===== src/rtl/random_lfsr_bank.sv =====
// random_lfsr_bank: bank of Fibonacci LFSR cells with warm-up,
// seed reload and a bounded req/valid draw port (rejection sampling).
// Ports:
//   clock, resetn      rising-edge clock, sync active-low reset
//   seeds, seed_load   per-cell seeds, reload + restart warm-up
//   enable             free-run stepping while idle
//   req                draw request, taken only while idle
//   busy               state is not IDLE
//   data, data_valid   drawn value (held), one-cycle update pulse
//   timeout            fallback value used, pulses with data_valid
module random_lfsr_bank #(
  parameter int CHANNELS  = 8,
  parameter int LFSR_W    = 8,
  parameter int WARMUP    = 16,
  parameter int LIMIT     = 256,
  parameter int MAX_TRIES = 15
) (
  input  logic                       clock,
  input  logic                       resetn,
  input  logic [CHANNELS*LFSR_W-1:0] seeds,
  input  logic                       seed_load,
  input  logic                       enable,
  input  logic                       req,
  output logic                       busy,
  output logic [CHANNELS-1:0]        data,
  output logic                       data_valid,
  output logic                       timeout
);

  if (LFSR_W != 8 && LFSR_W != 16 && LFSR_W != 32) begin : g_bad_w
    $error("random_lfsr_bank: LFSR_W must be 8, 16 or 32");
  end

  localparam logic [31:0] TAP32 =
    (LFSR_W == 8)  ? 32'h0000_00B8 :
    (LFSR_W == 16) ? 32'h0000_B400 :
                     32'h8020_0003;
  localparam logic [LFSR_W-1:0] TAPS = TAP32[LFSR_W-1:0];

  localparam int LB   = $clog2(LIMIT);
  localparam bit POW2 = (LIMIT == (1 << LB));

  localparam logic [CHANNELS:0] LIM_V = (CHANNELS+1)'(LIMIT);
  localparam logic [7:0] WARM_LAST = 8'(WARMUP - 1);
  localparam logic [7:0] TRY_LAST  = 8'(MAX_TRIES - 1);

  // Fallback mask: keep the low clog2(LIMIT) bits. For a
  // power-of-two LIMIT that is already in range; otherwise the
  // top kept bit is also dropped so the value is below LIMIT.
  function automatic logic [CHANNELS-1:0] fb_mask();
    logic [CHANNELS-1:0] m;
    m = '0;
    for (int b = 0; b < CHANNELS; b++) begin
      if (b < LB) m[b] = 1'b1;
    end
    if (!POW2) m[LB-1] = 1'b0;
    return m;
  endfunction

  localparam logic [CHANNELS-1:0] FB_MASK = fb_mask();

  typedef enum logic [1:0] {
    S_WARM,
    S_IDLE,
    S_DRAW
  } state_e;

  typedef logic [CHANNELS-1:0][LFSR_W-1:0] cells_t;

  state_e              state_q, state_d;
  logic [7:0]          warm_q, warm_d;
  logic [7:0]          try_q, try_d;
  cells_t              cells_q, cells_d;
  cells_t              cells_step;
  cells_t              seed_sub;
  logic [CHANNELS-1:0] raw;
  logic [CHANNELS-1:0] data_q, data_d;
  logic                dv_q, dv_d;
  logic                to_q, to_d;
  logic                busy_q, busy_d;
  logic                in_range;

  // Zero seeds would lock a cell forever; swap in i+1.
  always_comb begin
    for (int i = 0; i < CHANNELS; i++) begin
      seed_sub[i] = seeds[i*LFSR_W +: LFSR_W];
      if (seed_sub[i] == '0) seed_sub[i] = LFSR_W'(i + 1);
    end
  end

  always_comb begin
    for (int i = 0; i < CHANNELS; i++) begin
      cells_step[i] = {cells_q[i][LFSR_W-2:0],
                       ^(cells_q[i] & TAPS)};
      raw[i] = cells_q[i][0];
    end
  end

  assign in_range = ({1'b0, raw} < LIM_V);

  always_comb begin
    state_d = state_q;
    warm_d  = warm_q;
    try_d   = try_q;
    cells_d = cells_q;
    data_d  = data_q;
    dv_d    = 1'b0;
    to_d    = 1'b0;
    if (seed_load) begin
      cells_d = seed_sub;
      state_d = S_WARM;
      warm_d  = '0;
      try_d   = '0;
    end else begin
      unique case (state_q)
        S_WARM: begin
          cells_d = cells_step;
          if (warm_q == WARM_LAST) begin
            state_d = S_IDLE;
            warm_d  = '0;
          end else begin
            warm_d = warm_q + 8'd1;
          end
        end
        S_IDLE: begin
          if (enable) cells_d = cells_step;
          if (req) begin
            state_d = S_DRAW;
            try_d   = '0;
          end
        end
        S_DRAW: begin
          cells_d = cells_step;
          if (in_range) begin
            data_d  = raw;
            dv_d    = 1'b1;
            state_d = S_IDLE;
          end else if (try_q == TRY_LAST) begin
            data_d  = raw & FB_MASK;
            dv_d    = 1'b1;
            to_d    = 1'b1;
            state_d = S_IDLE;
          end else begin
            try_d = try_q + 8'd1;
          end
        end
        default: begin
          state_d = S_WARM;
          warm_d  = '0;
          try_d   = '0;
        end
      endcase
    end
    busy_d = (state_d != S_IDLE);
  end

  always_ff @(posedge clock) begin
    if (!resetn) begin
      state_q <= S_WARM;
      warm_q  <= '0;
      try_q   <= '0;
      cells_q <= seed_sub;
      data_q  <= '0;
      dv_q    <= 1'b0;
      to_q    <= 1'b0;
      busy_q  <= 1'b1;
    end else begin
      state_q <= state_d;
      warm_q  <= warm_d;
      try_q   <= try_d;
      cells_q <= cells_d;
      data_q  <= data_d;
      dv_q    <= dv_d;
      to_q    <= to_d;
      busy_q  <= busy_d;
    end
  end

  assign busy       = busy_q;
  assign data       = data_q;
  assign data_valid = dv_q;
  assign timeout    = to_q;

endmodule


===== config.mk =====
export PLATFORM = sky130hd
export DESIGN_NAME = random_lfsr_bank
export DESIGN_NICKNAME = d
export VERILOG_FILES = /design/src/rtl/random_lfsr_bank.sv
export SDC_FILE = /design/constraint.sdc
export NUM_CORES = 1
export LEC_CHECK = 0
export ABC_AREA = 0
export ABC_CLOCK_PERIOD_IN_PS = 6600
export BUFFER_PORTS_ARGS = -buffer_cell sky130_fd_sc_hd__buf_2
export CAP_MARGIN = 20
export CORE_ASPECT_RATIO = 1.25
export CORE_MARGIN = 2
export CORE_UTILIZATION = 45
export CTS_BUF_LIST = sky130_fd_sc_hd__clkbuf_8
export DETAILED_ROUTE_END_ITERATION = 6
export GPL_TIMING_DRIVEN = 1
export HOLD_SLACK_MARGIN = 0.12
export PLACE_DENSITY = 0.71
export SLEW_MARGIN = 20
export SYNTH_ARGS = -nofsm -noshare
export SYNTH_HDL_FRONTEND = slang
export SYNTH_SLANG_ARGS = --single-unit

===== constraint.sdc =====
create_clock -name clock -period 6.6 [get_ports clock]
set_input_delay 0.99 -clock clock [delete_from_list [all_inputs] [get_ports clock]]
set_output_delay 0.99 -clock clock [all_outputs]
set_load 0.02 [all_outputs]

==> flow_metrics.env <==
export IMPL_yosysSeqAreaShare=0.584
export IMPL_die_w_um=88.1
export IMPL_syn_instance_count=400
export IMPL_r2r_end="warm_q[7]"
export IMPL_finalSetupTns_ns=0
export IMPL_root_buffer="clkbuf_8"
export IMPL_numCtsBuffers=9
export IMPL_cts_buffer_depth=2
export IMPL_hp_start="data[6]"
export IMPL_r2r_slack_ns=4.72
export IMPL_yosysTopAreaCellShare=0.483
export IMPL_hold_depth=2
export IMPL_h_tree_depth=3
export IMPL_cts_sinks=84
export IMPL_dp_worst_setup_slack_ns=3.87
export IMPL_worst_pin_slew_ns=0.719
export IMPL_grt_pass1_vias=2721
export IMPL_core_area_mm2=0.00865
export IMPL_port_buffers=78
export IMPL_clkTransAtPathRegs_ns=0.08
export IMPL_syn_cell_area_mm2=0.00398
export IMPL_crit_fanout=36
export IMPL_first_pass_iters=7
export IMPL_drc=0
export IMPL_avgViaCountPerCell=4.95
export IMPL_relSlewSlack=0.520
export IMPL_setup_violations=0
export IMPL_synth_mux_area_frac=0
export IMPL_synth_top_cells_by_count="167 x nand2_1, 64 x edfxtp_1, 21 x xnor2_1, 20 x dfxtp_1, 14 x nor2_1"
export IMPL_num_antenna_cells=0
export IMPL_synth_fp_nets=474
export IMPL_synth_top_area_cell="edfxtp_1"
export IMPL_die_area_mm2=0.00961
export IMPL_startpoint_type="input pin"
export IMPL_skew_ns=0.00950
export IMPL_globalRouteTotalUtil=0.170
export IMPL_grt_max_degree=76
export IMPL_place_congestion=0.789
export IMPL_p_leak_nw=2.04
export IMPL_area_growth_pct=17.7
export IMPL_crit_type="in2reg"
export IMPL_min_period_ns=2.34
export IMPL_synth_compound_area_frac=0.0781
export IMPL_synth_top_flop_cell="edfxtp_1"
export IMPL_ys_ff_latch=84
export IMPL_cts_tree="yes"
export IMPL_grt_pass1_wl_um=12300
export IMPL_wire_per_inst_um=13.0
export IMPL_synth_top_family_by_area="simple AND/OR/NAND/NOR gates"
export IMPL_die_y_um=109
export IMPL_top_level_ports=80
export IMPL_ys_warn_count=0
export IMPL_synth_edff_count=64
export IMPL_start_util=0.459
export IMPL_critical_path_required_ns=6.67
export IMPL_ys_types=40
export IMPL_ctsHoldBuffers=0
export IMPL_timing_hold_violations_final=0
export IMPL_fin_nets=548
export IMPL_synth_xor_area_frac=0.0639
export IMPL_vdd_drop_max_mv=0.0961
export IMPL_slew_violations=0
export IMPL_min_path_type="reg2reg"
export IMPL_cp_arrival_ns=2.42
export IMPL_yosysMostFrequentCell="nand2_1"
export IMPL_cp_slowest_stage_delay_ns=0.64
export IMPL_status="finished clean"
export IMPL_synth_adder_area_share=0.0157
export IMPL_fmax_mhz=427
export IMPL_worst_r2r_startpoint="state_q[0]"
export IMPL_hold_end="data[6]"
export IMPL_ctsResizeCount=0
export IMPL_postCtsSetupBuffers=0
export IMPL_layout_drive_gt1_share=0.213
export IMPL_crit_path_end_kind="register"
export IMPL_ys_async_sr_fraction=0
export IMPL_setup_ws_ns=4.26
export IMPL_fin_util=0.541
export IMPL_rr_worst_depth=6
export IMPL_dr_total_vias=2968
export IMPL_wl_um=7760
export IMPL_fin_crit_sh=0.355
export IMPL_crit_path_start="resetn"
export IMPL_critPathSlowestCell="nor2b_4"
export IMPL_drv_cap=0
export IMPL_cp_cell_sequence="buf_2, nor2b_4, o211ai_1, buf_4"
export IMPL_synthTopCellsByArea="edfxtp_1 48%, nand2_1 16%, dfxtp_1 10%, xnor2_1 4.6%, xor2_1 1.8%"
export IMPL_powerDensity_mw_per_mm2=235
export IMPL_hpwl_um=5540
export IMPL_holdWs_ns=0.457
export IMPL_clk_latency_ns=0.36
export IMPL_ant_nets=0
export IMPL_grt_ovfl_total=0
export IMPL_rsz0062_at_grt="no"
export IMPL_grt_antenna_before_repair=0
export IMPL_rows=38
export IMPL_avgSynthCellArea_um2=9.94
export IMPL_synthSimpleGateAreaFrac=0.235
export IMPL_drtIter0Drc=133
routing by layer:
layer,up-vias,global-route usage,wire (um),share of wire
li1,1510,-,-,-
met5,-,0,0,0
met3,11,0.0356,303,0.039
met4,0,0.0887,146,0.019
met2,53,0.283,3960,0.51
met1,1394,0.207,3360,0.43
report_power, final:
part	internal [W]	leakage (nW)	total (W)	switching, W
combinational	0.0000574	1.08	0.000115	0.0000579
clock	0.000179	0.111	0.000354	0.000175
sequential	0.000611	0.848	0.000632	0.0000203
total	0.000848	2.04	0.00110	0.000253
cell families after synthesis:
| group | after synthesis |
|---|---|
| flops | 84 |
| other cells | 1 |
| buf+inv | 21 |
| simple gates | 216 |
| compound gates | 44 |
| fa+ha+maj | 5 |
| xor+xnor | 29 |
cell usage in the layout, fill, tap and decap left out, types with 2 or more instances in the layout:
master	instances
nand2_1	167
buf_2	78
edfxtp_1	64
xnor2_1	21
dfxtp_1	20
nor2_1	14
a21oi_1	13
clkbuf_8	10
or4_1	8
o21ai_1	8
xor2_1	8
a21boi_1	8
inv_1	7
o22a_1	6
nor3_1	5
ha_1	5
nor4_1	4
nor2b_1	3
a211oi_1	2
nand2b_1	2
o21ai_0	2
and2_1	2
buf_4	2
worst max-delay path by stage:
stage	endpoint	slack, ns	cells past startpoint
floorplan	cells_q[0]	2.37	3
global placement	cells_q[14]	3.47	4
detailed placement	cells_q[7]	3.87	4
CTS	cells_q[6]	4.25	4
global route	cells_q[60]	4.11	4
finish	cells_q[7]	4.26	4
critical path, delay by kind of cell:
| family | cells | cell delay (ns) |
|---|---|---|
| and+or+nand+nor | 1 | 0.64 |
| AOI/OAI and AO/OA | 1 | 0.22 |
| buffers and inverters | 2 | 0.54 |
area by class of cell:
class	instances	area, um^2
Clock buffer	10	138
Clock inverter	6	50.0
Fill cell	803	3980
Inverter	3	11.3
Multi-Input combinational cell	295	1570
Sequential cell	84	2320
Tap cell	120	150
Timing Repair Buffer	81	433
per-stage QoR:
stage	total power, W	instances	cell area, um^2
2_1_floorplan	0.000714	400	3980
3_3_place_gp	0.000754	582	4460
3_5_place_dp	0.000761	583	4490
4_1_cts	0.00111	599	4680
5_1_grt	0.00114	599	4680
6_report	0.00110	599	4680
sequential cells by signal, summed over array words and instances, names as in the netlist:
name,count
busy,1
cells_q,64
data,8
data_valid,1
state_q,2
warm_q,8
Note: power is estimated with default switching activity, not from simulation.
